==> config.mk <==
export PLATFORM = sky130hd
export DESIGN_NAME = uart_rx_mmio
export DESIGN_NICKNAME = d
export VERILOG_FILES = /design/src/rtl/uart_rx_mmio.sv
export SDC_FILE = /design/constraint.sdc
export NUM_CORES = 1
export LEC_CHECK = 0
export BUFFER_PORTS_ARGS = -buffer_cell sky130_fd_sc_hd__clkbuf_2
export CAP_MARGIN = 10
export CELL_PAD_IN_SITES_DETAIL_PLACEMENT = 2
export CELL_PAD_IN_SITES_GLOBAL_PLACEMENT = 2
export CORE_MARGIN = 1.5
export CORE_UTILIZATION = 45
export DETAILED_ROUTE_END_ITERATION = 16
export GPL_ROUTABILITY_DRIVEN = 0
export GPL_TIMING_DRIVEN = 0
export PLACE_DENSITY_LB_ADDON = 0.1
export SLEW_MARGIN = 10
export SYNTH_ARGS = -nofsm -noshare
export SYNTH_HDL_FRONTEND = slang
export SYNTH_SLANG_ARGS = --single-unit
==> constraint.sdc <==
create_clock -name clk -period 4.5 [get_ports clk]
set_input_delay 0.45 -clock clk [delete_from_list [all_inputs] [get_ports clk]]
set_output_delay 0.45 -clock clk [all_outputs]
set_load 0.005 [all_outputs]
==> src/rtl/uart_rx_mmio.sv <==
// uart_rx_mmio: 16x oversampling 8N1 UART receiver with a byte FIFO that the
// CPU drains through a DATA register (pop on read) and a STATUS/control
// register (sticky overrun / framing-error flags, write-1-to-clear).
`timescale 1ns/1ps
module uart_rx_mmio #(
   parameter int CLKS_PER_SAMPLE = 325,
   parameter int FIFO_AW         = 3
) (
   input  logic        clk,
   input  logic        rst,
   input  logic        rx,
   input  logic        reg_addr,
   input  logic        rd_en,
   input  logic        wr_en,
   input  logic [15:0] wr_data,
   output logic [15:0] rd_data,
   output logic        rx_avail
);

   localparam int PW = (CLKS_PER_SAMPLE > 1) ? $clog2(CLKS_PER_SAMPLE) : 1;
   localparam logic [PW-1:0] PRESC_MAX = PW'(CLKS_PER_SAMPLE - 1);
   localparam int DEPTH = 1 << FIFO_AW;
   localparam logic [7:0] DEPTH_CNT = 8'(DEPTH);

   typedef enum logic [2:0] {
      S_IDLE,
      S_START,
      S_DATA,
      S_STOP,
      S_BREAK
   } state_t;

   state_t state_q, state_d;
   logic rxMeta_q, rxSync_q;
   logic [PW-1:0] presc_q, presc_d;
   logic [3:0] tickCnt_q, tickCnt_d;
   logic [2:0] bitIdx_q, bitIdx_d;
   logic [7:0] shift_q, shift_d;
   logic tick;
   logic pushReq;
   logic frameErrSet;

   logic [7:0] mem_q [DEPTH];
   logic [FIFO_AW-1:0] wrPtr_q, rdPtr_q;
   logic [7:0] count_q;
   logic overrun_q, frameErr_q;
   logic [15:0] rdData_q;
   logic pop, full, pushAccept, overrunSet;
   logic overrunClr, frameErrClr;

   // Only the two W1C bits of a STATUS write carry meaning.
   logic unusedWrBits;
   assign unusedWrBits = ^wr_data[13:0];

   // Two-flop synchronizer; idles high so reset never looks like a start bit.
   always_ff @(posedge clk) begin
      if (rst) begin
         rxMeta_q <= 1'b1;
         rxSync_q <= 1'b1;
      end else begin
         rxMeta_q <= rx;
         rxSync_q <= rxMeta_q;
      end
   end

   assign tick = (presc_q == PRESC_MAX);

   // Receiver state, prescaler, tick counter, bit index and shift register.
   always_ff @(posedge clk) begin
      if (rst) begin
         state_q   <= S_IDLE;
         presc_q   <= '0;
         tickCnt_q <= '0;
         bitIdx_q  <= '0;
         shift_q   <= '0;
      end else begin
         state_q   <= state_d;
         presc_q   <= presc_d;
         tickCnt_q <= tickCnt_d;
         bitIdx_q  <= bitIdx_d;
         shift_q   <= shift_d;
      end
   end

   // Framing: counters run only while a frame is in flight; sample mid-bit.
   always_comb begin
      state_d     = state_q;
      presc_d     = presc_q;
      tickCnt_d   = tickCnt_q;
      bitIdx_d    = bitIdx_q;
      shift_d     = shift_q;
      pushReq     = 1'b0;
      frameErrSet = 1'b0;
      if (state_q != S_IDLE && state_q != S_BREAK) begin
         presc_d = tick ? '0 : presc_q + PW'(1);
         if (tick) begin
            tickCnt_d = tickCnt_q + 4'd1;
         end
      end
      case (state_q)
         S_IDLE: begin
            presc_d   = '0;
            tickCnt_d = '0;
            if (!rxSync_q) begin
               state_d = S_START;
            end
         end
         S_START: begin
            if (tick && tickCnt_q == 4'd7) begin
               if (!rxSync_q) begin
                  state_d   = S_DATA;
                  bitIdx_d  = '0;
                  tickCnt_d = '0;
               end else begin
                  state_d = S_IDLE;
               end
            end
         end
         S_DATA: begin
            if (tick && tickCnt_q == 4'd15) begin
               shift_d  = {rxSync_q, shift_q[7:1]};
               bitIdx_d = bitIdx_q + 3'd1;
               if (bitIdx_q == 3'd7) begin
                  state_d = S_STOP;
               end
            end
         end
         S_STOP: begin
            if (tick && tickCnt_q == 4'd15) begin
               if (rxSync_q) begin
                  pushReq = 1'b1;
                  state_d = S_IDLE;
               end else begin
                  frameErrSet = 1'b1;
                  state_d     = S_BREAK;
               end
            end
         end
         S_BREAK: begin
            presc_d   = '0;
            tickCnt_d = '0;
            if (rxSync_q) begin
               state_d = S_IDLE;
            end
         end
         default: begin
            state_d = S_IDLE;
         end
      endcase
   end

   // FIFO handshake: a pop in the same cycle frees the slot a full push needs.
   always_comb begin
      pop         = rd_en && !reg_addr && (count_q != 8'd0);
      full        = (count_q == DEPTH_CNT);
      pushAccept  = pushReq && (!full || pop);
      overrunSet  = pushReq && full && !pop;
      overrunClr  = wr_en && reg_addr && wr_data[15];
      frameErrClr = wr_en && reg_addr && wr_data[14];
   end

   // Byte storage; contents need no reset because count gates visibility.
   always_ff @(posedge clk) begin
      if (pushAccept) begin
         mem_q[wrPtr_q] <= shift_q;
      end
   end

   // Pointers and occupancy count; pointers wrap naturally at the depth.
   always_ff @(posedge clk) begin
      if (rst) begin
         wrPtr_q <= '0;
         rdPtr_q <= '0;
         count_q <= '0;
      end else begin
         if (pushAccept) begin
            wrPtr_q <= wrPtr_q + FIFO_AW'(1);
         end
         if (pop) begin
            rdPtr_q <= rdPtr_q + FIFO_AW'(1);
         end
         count_q <= count_q + 8'(pushAccept) - 8'(pop);
      end
   end

   // Sticky error flags; a new event outranks a same-cycle clear.
   always_ff @(posedge clk) begin
      if (rst) begin
         overrun_q  <= 1'b0;
         frameErr_q <= 1'b0;
      end else begin
         if (overrunSet) begin
            overrun_q <= 1'b1;
         end else if (overrunClr) begin
            overrun_q <= 1'b0;
         end
         if (frameErrSet) begin
            frameErr_q <= 1'b1;
         end else if (frameErrClr) begin
            frameErr_q <= 1'b0;
         end
      end
   end

   // Registered read port; reflects state before any same-cycle write or pop.
   always_ff @(posedge clk) begin
      if (rst) begin
         rdData_q <= 16'h0000;
      end else if (rd_en) begin
         if (!reg_addr) begin
            rdData_q <= (count_q != 8'd0) ? {8'h00, mem_q[rdPtr_q]} : 16'h8000;
         end else begin
            rdData_q <= {overrun_q, frameErr_q, 5'b00000, full, count_q};
         end
      end
   end

   assign rd_data  = rdData_q;
   assign rx_avail = (count_q != 8'd0);

endmodule

# Word-level counts from Yosys, hierarchy flattened
# Memory sizes are Yosys's and may differ from the RTL's. A register that Yosys moved wholly into a read port is not among the register bits.
# Cells that the tools add are included.
# Widths: inputs -> output; s select.
dict set report totals {
  regBits 61
  ramBits 64
  input_bits 22
  output_inout_bits 17
  wordCells 99
  n_memories 1
}
# memory words width read_ports rd_clocked_by_memory_dff wr line_no
set memory_table {}
lappend memory_table {mem_q 8 8 1 1 1 43} ;# logic [7:0] mem_q [DEPTH];
dict set report classes {
  n_addsub 7
  n_eq_ne 17
  mux 35
  n_reduce_logical 26
}
# cell count
set ops {}
lappend ops {{$mux 3} 12}
lappend ops {{$mux 16} 2}
lappend ops {{$mux 4} 4}
lappend ops {{$pmux 3 s5} 1}
lappend ops {{$ne 2x2->1 const B} 7}
lappend ops {{$mux 1} 12}
lappend ops {{$logic_and 1x1->1} 11}
lappend ops {{$add 3x1->3 const B} 3}
lappend ops {{$add 9x1->9 const B} 1}
lappend ops {{$eq 9x9->1 const B} 1}
lappend ops {{$mux 9} 1}
lappend ops {{$add 8x1->8} 1}
lappend ops {{$eq 8x4->1 const B} 1}
lappend ops {{$pmux 4 s2} 1}
lappend ops {{$reduce_bool 8->1} 1}
lappend ops {{$sub 8x1->8} 1}
lappend ops {{$eq 3x2->1 const B} 2}
lappend ops {{$eq 3x3->1 const B} 2}
lappend ops {{$pmux 3 s2} 1}
lappend ops {{$reduce_and 6->1} 1}
lappend ops {{$reduce_bool 2->1} 3}
lappend ops {{$add 4x1->4 const B} 1}
lappend ops {{$eq 4x3->1 const B} 1}
lappend ops {{$eq 4x4->1 const B} 1}
lappend ops {{11 further kinds} 13}

# Logic depth before layout (Yosys ltp)
# Gate-level depths: netlist of the first run.
dict set report depth {
  ltp_word 7
  depth_mapped 14
  mapped_depth_nobuf 14
}

# Worst setup path after synthesis of the first run
# No wires, ideal clock.
dict set report synth_path {
  path_kind {reg2reg}
  startpoint {register count_q[4]}
  endpoint {register count_q[7]}
  setup_ps 121
  arrival_time_ps 2834
  required_ps 4379
  path_slack_ps 1545
  stages_incl_launch_ff 13
  n_path_buf 1
  period_less_slack_ps 2955
  cell_sequence {dfxtp_1 -> inv_1 -> ha_1 -> and4bb_2 -> a21oi_1 -> clkbuf_1 -> nand2_1 -> ha_1 -> a21o_1 -> a21oi_1 -> o21bai_1 -> o41a_1 -> mux2_2}
}
dict set report synth_between {
  elab_chain_cells 6
  word_cells_on_any_way 8
  cone_classes {add/sub: 2; eq/ne: 1; reduce/logical: 5}
}
# element line_no
set synth_rtl {}
lappend synth_rtl {{start: declaration} 45} ;# logic [7:0] count_q;
lappend synth_rtl {{start signal: assignment} 182} ;# count_q <= count_q + 8'(pushAccept) - 8'(pop);
lappend synth_rtl {{$eq 8x4->1 or $reduce_bool 8->1 (tied branches)} {155, 154}}
lappend synth_rtl {{$logic_not 1->1 or $logic_and 1x1->1 (tied branches)} {156, 154}}
lappend synth_rtl {{$logic_or 1x1->1} 156} ;# pushAccept = pushReq && (!full || pop);
lappend synth_rtl {{$logic_and 1x1->1} 156}
lappend synth_rtl {{$add 8x1->8} 182}
lappend synth_rtl {{$sub 8x1->8 (*)} 182}
# Every way passes the cells marked *; elsewhere a longest branch is shown, timed or not.
# A chain may end at the register's enable or synchronous reset.

# Final worst setup path of the first run
dict set report layout_path {
  startpoint {register count_q[4]}
  endpoint {register count_q[6]}
}
# The elaborated chain is that of the path after synthesis.

==> results of run 1 <==
## through the flow
step | std cells | util, % | cell area [µm²]
2_1_floorplan | 427 | - | 5330
3_3_place_gp | 588 | 48.8 | 5600
3_5_place_dp | 590 | 49.2 | 5640
4_1_cts | 622 | 54.7 | 6270
5_1_grt | 622 | 54.8 | 6280
6_report | 622 | 54.8 | 6280
## report_power, final
group	leakage (nW)	internal, W	total [W]	switching (W)
clock network	0.296	0.000976	0.00150	0.000522
logic	0.877	0.000288	0.000681	0.000393
registers	1.07	0.00122	0.00127	0.0000473
total	2.25	0.00249	0.00345	0.000962
## metal layers
| metal | vias to the layer above | share of wire (%) |
|---|---|---|
| met3 | 46 | 3.6 |
| met2 | 98 | 56 |
| li1 | 1639 | - |
| met1 | 1909 | 37 |
| met4 | 0 | 3.3 |
| met5 | - | 0 |
## final cells by class
| class | instances | share of cell area [%] |
|---|---|---|
| Sequential cell | 123 | 49.4 |
| Multi-Input combinational cell | 264 | 32.9 |
| Clock buffer | 19 | 6.89 |
| Clock inverter | 13 | 3.17 |
| Tap cell | 143 | 2.85 |
| Buffer | 25 | 2.17 |
| Timing Repair Buffer | 20 | 1.67 |
| Inverter | 15 | 0.896 |
## final timing paths
kind                              start                    end  slack [ns]  depth (start not counted)
setup / recovery  count_q[4]$_SDFF_PP0_  count_q[6]$_SDFF_PP0_        0.48                         13
hold / removal                       rx    rxMeta_q$_SDFF_PP1_        0.22                          2
setup reg to reg  count_q[4]$_SDFF_PP0_  count_q[6]$_SDFF_PP0_        0.48                         13
hold reg to reg     rxMeta_q$_SDFF_PP1_    rxSync_q$_SDFF_PP1_        0.42                          1
## registers in the layout, summed over array words and instances (netlist names), named ones only
name	cells
mem_q	64
rd_data	11
presc_q	9
count_q	8
shift_q	8
tickCnt_q	4
bitIdx_q	3
rdPtr_q	3
state_q	3
wrPtr_q	3
frameErr_q	1
overrun_q	1
rxMeta_q	1
rxSync_q	1
## synth_stat cells, types with 2 or more instances
cell	instances	area share [%]
buf_2	4	0.38
nor2b_1	6	0.71
nand2b_1	3	0.35
nor4_1	3	0.35
buf_4	6	0.85
mux2i_1	4	0.75
or3_1	6	0.71
xnor2_1	4	0.66
a21oi_1	21	2.0
buf_6	2	0.42
a222oi_1	5	0.94
o21ai_0	8	0.75
nand4bb_4	2	1.0
mux4_2	16	6.8
a21o_1	3	0.42
a221oi_1	3	0.49
edfxtp_1	64	36
ha_1	18	4.2
nor3b_1	2	0.28
nand3_1	9	0.85
mux2_4	2	0.56
xor2_1	9	1.5
nand4_1	7	0.82
and3_1	5	0.59
nor2_1	42	3.0
inv_1	14	0.99
o21bai_1	2	0.28
dfxtp_1	59	22
o211ai_1	3	0.42
or2_2	3	0.35
mux2_2	11	2.3
nand2_1	35	2.5
nor3_1	6	0.56
clkbuf_1	12	0.85
## kinds of logic after synthesis
family                     after synthesis
and+or+nand+nor                        139
DFF                                    123
adders and majority gates               19
xor gates and xnor gates                13
AOI/OAI and AO/OA                       55
other                                    1
buffers and inverters                   40
muxes                                   33
==> flow_metrics.env, run 1 <==
export IMPL_final_common_cell="edfxtp_1"
export IMPL_post_route_drc_count=0
export IMPL_crit_required_ns=4.78
export IMPL_synthAdderAreaFrac_pct=4.61
export IMPL_routed_wl_mm=17.1
export IMPL_globalRoute_busiestLayer="met2"
export IMPL_power_total_w=0.00345
export IMPL_tns_ns=0
export IMPL_cp_cell_sequence="inv_1 > ha_1 > and4bb_2 > a21oi_1 > clkbuf_1 > o21ai_0 > ha_1 > fa_1 > a21oi_1 > o21bai_1 > a21oi_1 > mux2i_1 > o311ai_0"
export IMPL_drt_iter0_drc=261
export IMPL_nets=507
export IMPL_grt_use_total_pct=28.8
export IMPL_ys_async_sr_fraction_pct=0
export IMPL_p_leak_nw=2.25
export IMPL_fillers=1062
export IMPL_fp_coreArea_um2=11500
export IMPL_die_w_um=112
export IMPL_cp_top_family="compound AO/OA/AOI/OAI gates"
export IMPL_maxCapViolCount=0
export IMPL_fmax_ghz=0.249
export IMPL_rsz0062_at_grt="no"
export IMPL_critPathBufInv=2
export IMPL_worst_slew_pin_slew_ns=0.998
export IMPL_cpMaxStageDelayCell="clkbuf_1"
export IMPL_ctsRootBufferMaster="clkbuf_16"
export IMPL_gr_usage_met3_pct=6.53
export IMPL_vias_per_cell=5.94
export IMPL_drive_gt1_share_pct=22.1
export IMPL_hold_viol=0
export IMPL_yosysUniqueCellTypes=58
export IMPL_first_pass_iters=5
export IMPL_synth_top_family_by_area="simple AND/OR/NAND/NOR gates"
export IMPL_grt_max_degree=17
export IMPL_seqCellArea_um2=3100
export IMPL_worstPathArrival_ns=4.30
export IMPL_finalCriticalPeriod_ns=4.02
export IMPL_final_cell_mix="64 x edfxtp_1, 59 x dfxtp_1, 42 x nor2_1, 35 x nand2_1, 21 x a21oi_1"
export IMPL_cts_reportedPaths_clkPinSlew_ns=0.06
export IMPL_dieArea_um2=12500
export IMPL_startpoint_type="register"
export IMPL_cts_num_sinks=123
export IMPL_grtUsageMet2_pct=53.2
export IMPL_drt_wirelength_per_cell_um=27.6
export IMPL_synth_xor_area_share_pct=2.14
export IMPL_grt_pass1_wl_mm=25.8
export IMPL_yosysSeqAreaShare_pct=58.4
export IMPL_synth_area_um2=5320
export IMPL_cts_setup_buffers=0
export IMPL_start_util_pct=46.4
export IMPL_synth_edf_count=64
export IMPL_irDropWorstVdd_v=0.000563
export IMPL_setup_viol=0
export IMPL_yosys_area_share_simple_pct=13.8
export IMPL_hold_path_class="input pin to register"
export IMPL_grt_remaining_overflow=0
export IMPL_yosys_register_bits=123
export IMPL_synth_compound_area_share_pct=7.01
export IMPL_relSlewSlack_pct=33.2
export IMPL_path_max_fanout=10
export IMPL_io_pins=39
export IMPL_antenna_cells=0
export IMPL_area_growth_pct=18.1
export IMPL_yosysWarningCount=0
export IMPL_vias=3692
export IMPL_fin_skew_ns=0.00818
export IMPL_io_buffers=18
export IMPL_crit_top_cell="a21oi_1"
export IMPL_cts_buffers=17
export IMPL_cts_resized=0
export IMPL_synthMuxAreaShare_pct=10.4
export IMPL_avgSynthCellArea_um2=12.6
export IMPL_htreeDepth=4
export IMPL_outcome="complete, no violations"
export IMPL_cpPeakStageDelay_ns=0.54
export IMPL_setup_slack_ns=0.483
export IMPL_grt_pass1_vias=4211
export IMPL_grtUsageMet1_pct=30.9
export IMPL_place_ws_ns=0.739
export IMPL_hold_slack_ns=0.217
export IMPL_cts_tree="yes"
export IMPL_antenna_left=0
export IMPL_cellPowerDensity_nw_per_um2=549
export IMPL_clk_latency_ns=0.43
export IMPL_synth_ff_type="edfxtp_1"
export IMPL_slew_violations=0
export IMPL_die_h_um=112
export IMPL_max_clock_path_buffers=2
export IMPL_multi_input_area_um2=2070
export IMPL_hpwlAfterDp_mm=10.5
export IMPL_end_kind="register"
export IMPL_fin_crit_sh_pct=89.3
export IMPL_antenna_found_initial=0
export IMPL_fp_row_count=39
export IMPL_syn_inst=423
export IMPL_timing_worst_setup_path_type="register to register"
export IMPL_postCtsHoldBufs=0
Power figures use the tool's default switching activity.
==> run 2: changes to the inputs <==
Settings changed: BUFFER_PORTS_ARGS -buffer_cell sky130_fd_sc_hd__clkbuf_2 to unset, CORE_MARGIN 1.5 to 5, CORE_UTILIZATION 45 to 47, DONT_BUFFER_PORTS set to 1.
==> run 2 against run 1 <==
  * Clock skew increased by 0.0022 ns
  * Clock power decreased by 15%
  * Die area increased by 8.5%
  * Non-clock buffer count decreased by 18
  * Via count about the same
  * First-iteration DRC count increased by 24%
  * Total power decreased by 7.1%
  * Sequential share of layout area increased by 1.6 points
==> flow_metrics.env, run 2 (synthesis results as in run 1) <==
export IMPL_outcome="complete, no violations"
export IMPL_dp_cells=569
export IMPL_cts_tree="yes"
export IMPL_tns_ns=0
export IMPL_nets=489
export IMPL_drive_gt1_share_pct=18.7
export IMPL_regToRegStartpoint="count_q[5]$_SDFF_PP0_"
export IMPL_fillers=1033
export IMPL_pwr_share_clk_pct=39.7
export IMPL_grt_use_total_pct=27.6
export IMPL_timing_worst_setup_path_type="register to register"
export IMPL_cp_cell_sequence="inv_1 > ha_1 > and4bb_2 > a21oi_1 > clkbuf_1 > o21ai_0 > ha_1 > fa_1 > a21oi_1 > o21bai_1 > a21oi_1 > mux2i_1 > o311ai_0"
export IMPL_fp_coreArea_um2=11000
export IMPL_worst_slew_pin_slew_ns=1.01
export IMPL_drt_iter0_drc=324
export IMPL_startpoint_type="register"
export IMPL_p_switching_w=0.000938
export IMPL_grt_pass1_vias=4201
export IMPL_p_int_w=0.00226
export IMPL_htreeDepth=4
export IMPL_irDropWorstVdd_v=0.000423
export IMPL_largest_reg_flops=64
export IMPL_p_leak_nw=2.14
export IMPL_start_util_pct=48.4
export IMPL_antenna_left=0
export IMPL_io_pins=39
export IMPL_area_growth_pct=14.4
export IMPL_worstHoldStart="rx"
export IMPL_crit_required_ns=4.78
export IMPL_cpMaxStageDelayCell="clkbuf_1"
export IMPL_cts_num_sinks=123
export IMPL_fin_crit_sh_pct=87.9
export IMPL_pwr_share_comb_pct=20.6
export IMPL_whs_endpoint="rxMeta_q$_SDFF_PP1_"
export IMPL_reg2reg_to="count_q[6]$_SDFF_PP0_"
export IMPL_post_route_cell_area_um2=6090
export IMPL_fin_skew_ns=0.0104
export IMPL_die_h_um=116
export IMPL_p_sw_share_pct=29.3
export IMPL_cts_setup_buffers=0
export IMPL_die_w_um=116
export IMPL_fmax_ghz=0.253
export IMPL_vias=3690
export IMPL_r2r_slack_ns=0.55
export IMPL_hold_viol=0
export IMPL_regMostFlops="mem_q"
export IMPL_cpPeakStageDelay_ns=0.54
export IMPL_clk_latency_ns=0.42
export IMPL_rsz0062_at_grt="no"
export IMPL_drt_wirelength_per_cell_um=28.4
export IMPL_postCtsHoldBufs=0
export IMPL_antenna_found_initial=0
export IMPL_vias_per_cell=6.14
export IMPL_grt_remaining_overflow=0
export IMPL_cellPowerDensity_nw_per_um2=526
export IMPL_r2r_cells=13
export IMPL_layoutNonFillerInstCount=601
export IMPL_cts_reportedPaths_clkPinSlew_ns=0.06
export IMPL_grt_max_degree=17
export IMPL_path_max_fanout=10
export IMPL_min_path_cells=1
export IMPL_routed_wl_mm=17.1
export IMPL_seqPwrFrac_pct=39.7
export IMPL_cts_resized=0
export IMPL_antenna_cells=0
export IMPL_hold_path_class="input pin to register"
export IMPL_max_clock_path_buffers=2
export IMPL_dieArea_um2=13500
export IMPL_cts_buffers=17
export IMPL_grt_pass1_wl_mm=26.0
export IMPL_relSlewSlack_pct=32.2
export IMPL_worstPathArrival_ns=4.23
export IMPL_end_kind="register"
export IMPL_setup_viol=0
export IMPL_maxCapViolCount=0
export IMPL_io_buffers=0
export IMPL_fin_util_pct=55.4
export IMPL_final_common_cell="edfxtp_1"
export IMPL_crit_top_cell="a21oi_1"
export IMPL_slew_violations=0
export IMPL_finalCriticalPeriod_ns=3.95
export IMPL_first_pass_iters=5
export IMPL_fp_row_count=38
export IMPL_post_dp_cell_area_um2=5560
export IMPL_ctsRootBufferMaster="clkbuf_16"
export IMPL_hold_slack_ns=0.132
export IMPL_post_route_drc_count=0
export IMPL_final_cell_mix="64 x edfxtp_1, 59 x dfxtp_1, 42 x nor2_1, 35 x nand2_1, 21 x a21oi_1"
export IMPL_hpwlAfterDp_mm=10.9
-- run 2: cell types whose count changed in the layout (fill, tap and decap cells not counted), sizes merged --
cell      delta
bufinv       -4
clkbuf      -14
clkinv       +3
clkinvlp     -3
-- run 2: final cells by class --
type,count,area [µm²],share of cell area (%)
tap,140,175,2.88
clock inverter,9,72.6,1.19
inverter,15,56.3,0.925
timing repair buffer,2,15.0,0.247
clock buffer,23,458,7.52
buffer,25,136,2.24
sequential,123,3100,51.0
multi-input combinational,264,2070,34.0
-- run 2: worst max path at each step --
stage / startpoint / to / slack, ns / depth (start not counted)
floorplan: count_q[4]$_SDFF_PP0_ / count_q[7]$_SDFF_PP0_ / 1.55 / 12
global route: count_q[5]$_SDFF_PP0_ / count_q[6]$_SDFF_PP0_ / 0.37 / 13
detailed placement: reg_addr / count_q[6]$_SDFF_PP0_ / 0.83 / 12
finish: count_q[5]$_SDFF_PP0_ / count_q[6]$_SDFF_PP0_ / 0.55 / 13
global placement: reg_addr / mem_q[1][4]$_DFFE_PP_ / 0.85 / 5
CTS: count_q[5]$_SDFF_PP0_ / count_q[6]$_SDFF_PP0_ / 0.58 / 13
-- run 2: stage by stage --
step                      total power (W)  setup slack [ns]
after floorplan                   0.00173              1.55
after detailed placement          0.00190             0.832
after CTS                         0.00321             0.578
final                             0.00320             0.546
after global routing              0.00333             0.368
after global placement            0.00184             0.853
-- run 2: worst max-delay path, delay by kind of cell (launching register included) --
family,cells,cell delay [ns]
AOI/OAI and AO/OA,6,1.38
adders and majority gates,3,0.90
buffers and inverters,2,0.64
DFF,1,0.39
and+or+nand+nor,1,0.28
muxes,1,0.20
-- run 2: power by group through the flow --
stage / Combinational, W / Clock (W) / Sequential (W)
floorplan: 0.000460 / 0 / 0.00127
global placement: 0.000552 / 0 / 0.00128
detailed placement: 0.000610 / 0 / 0.00129
CTS: 0.000657 / 0.00129 / 0.00127
global route: 0.000707 / 0.00135 / 0.00128
finish: 0.000660 / 0.00127 / 0.00127
-- run 2: layer usage --
layer  wire length (µm)  up-vias  track usage (%)
li1                   -     1602                -
met5                  0        -                0
met1               6430     1934             29.7
met2               9280      111             49.6
met3                748       43             8.29
met4                625        0             12.8
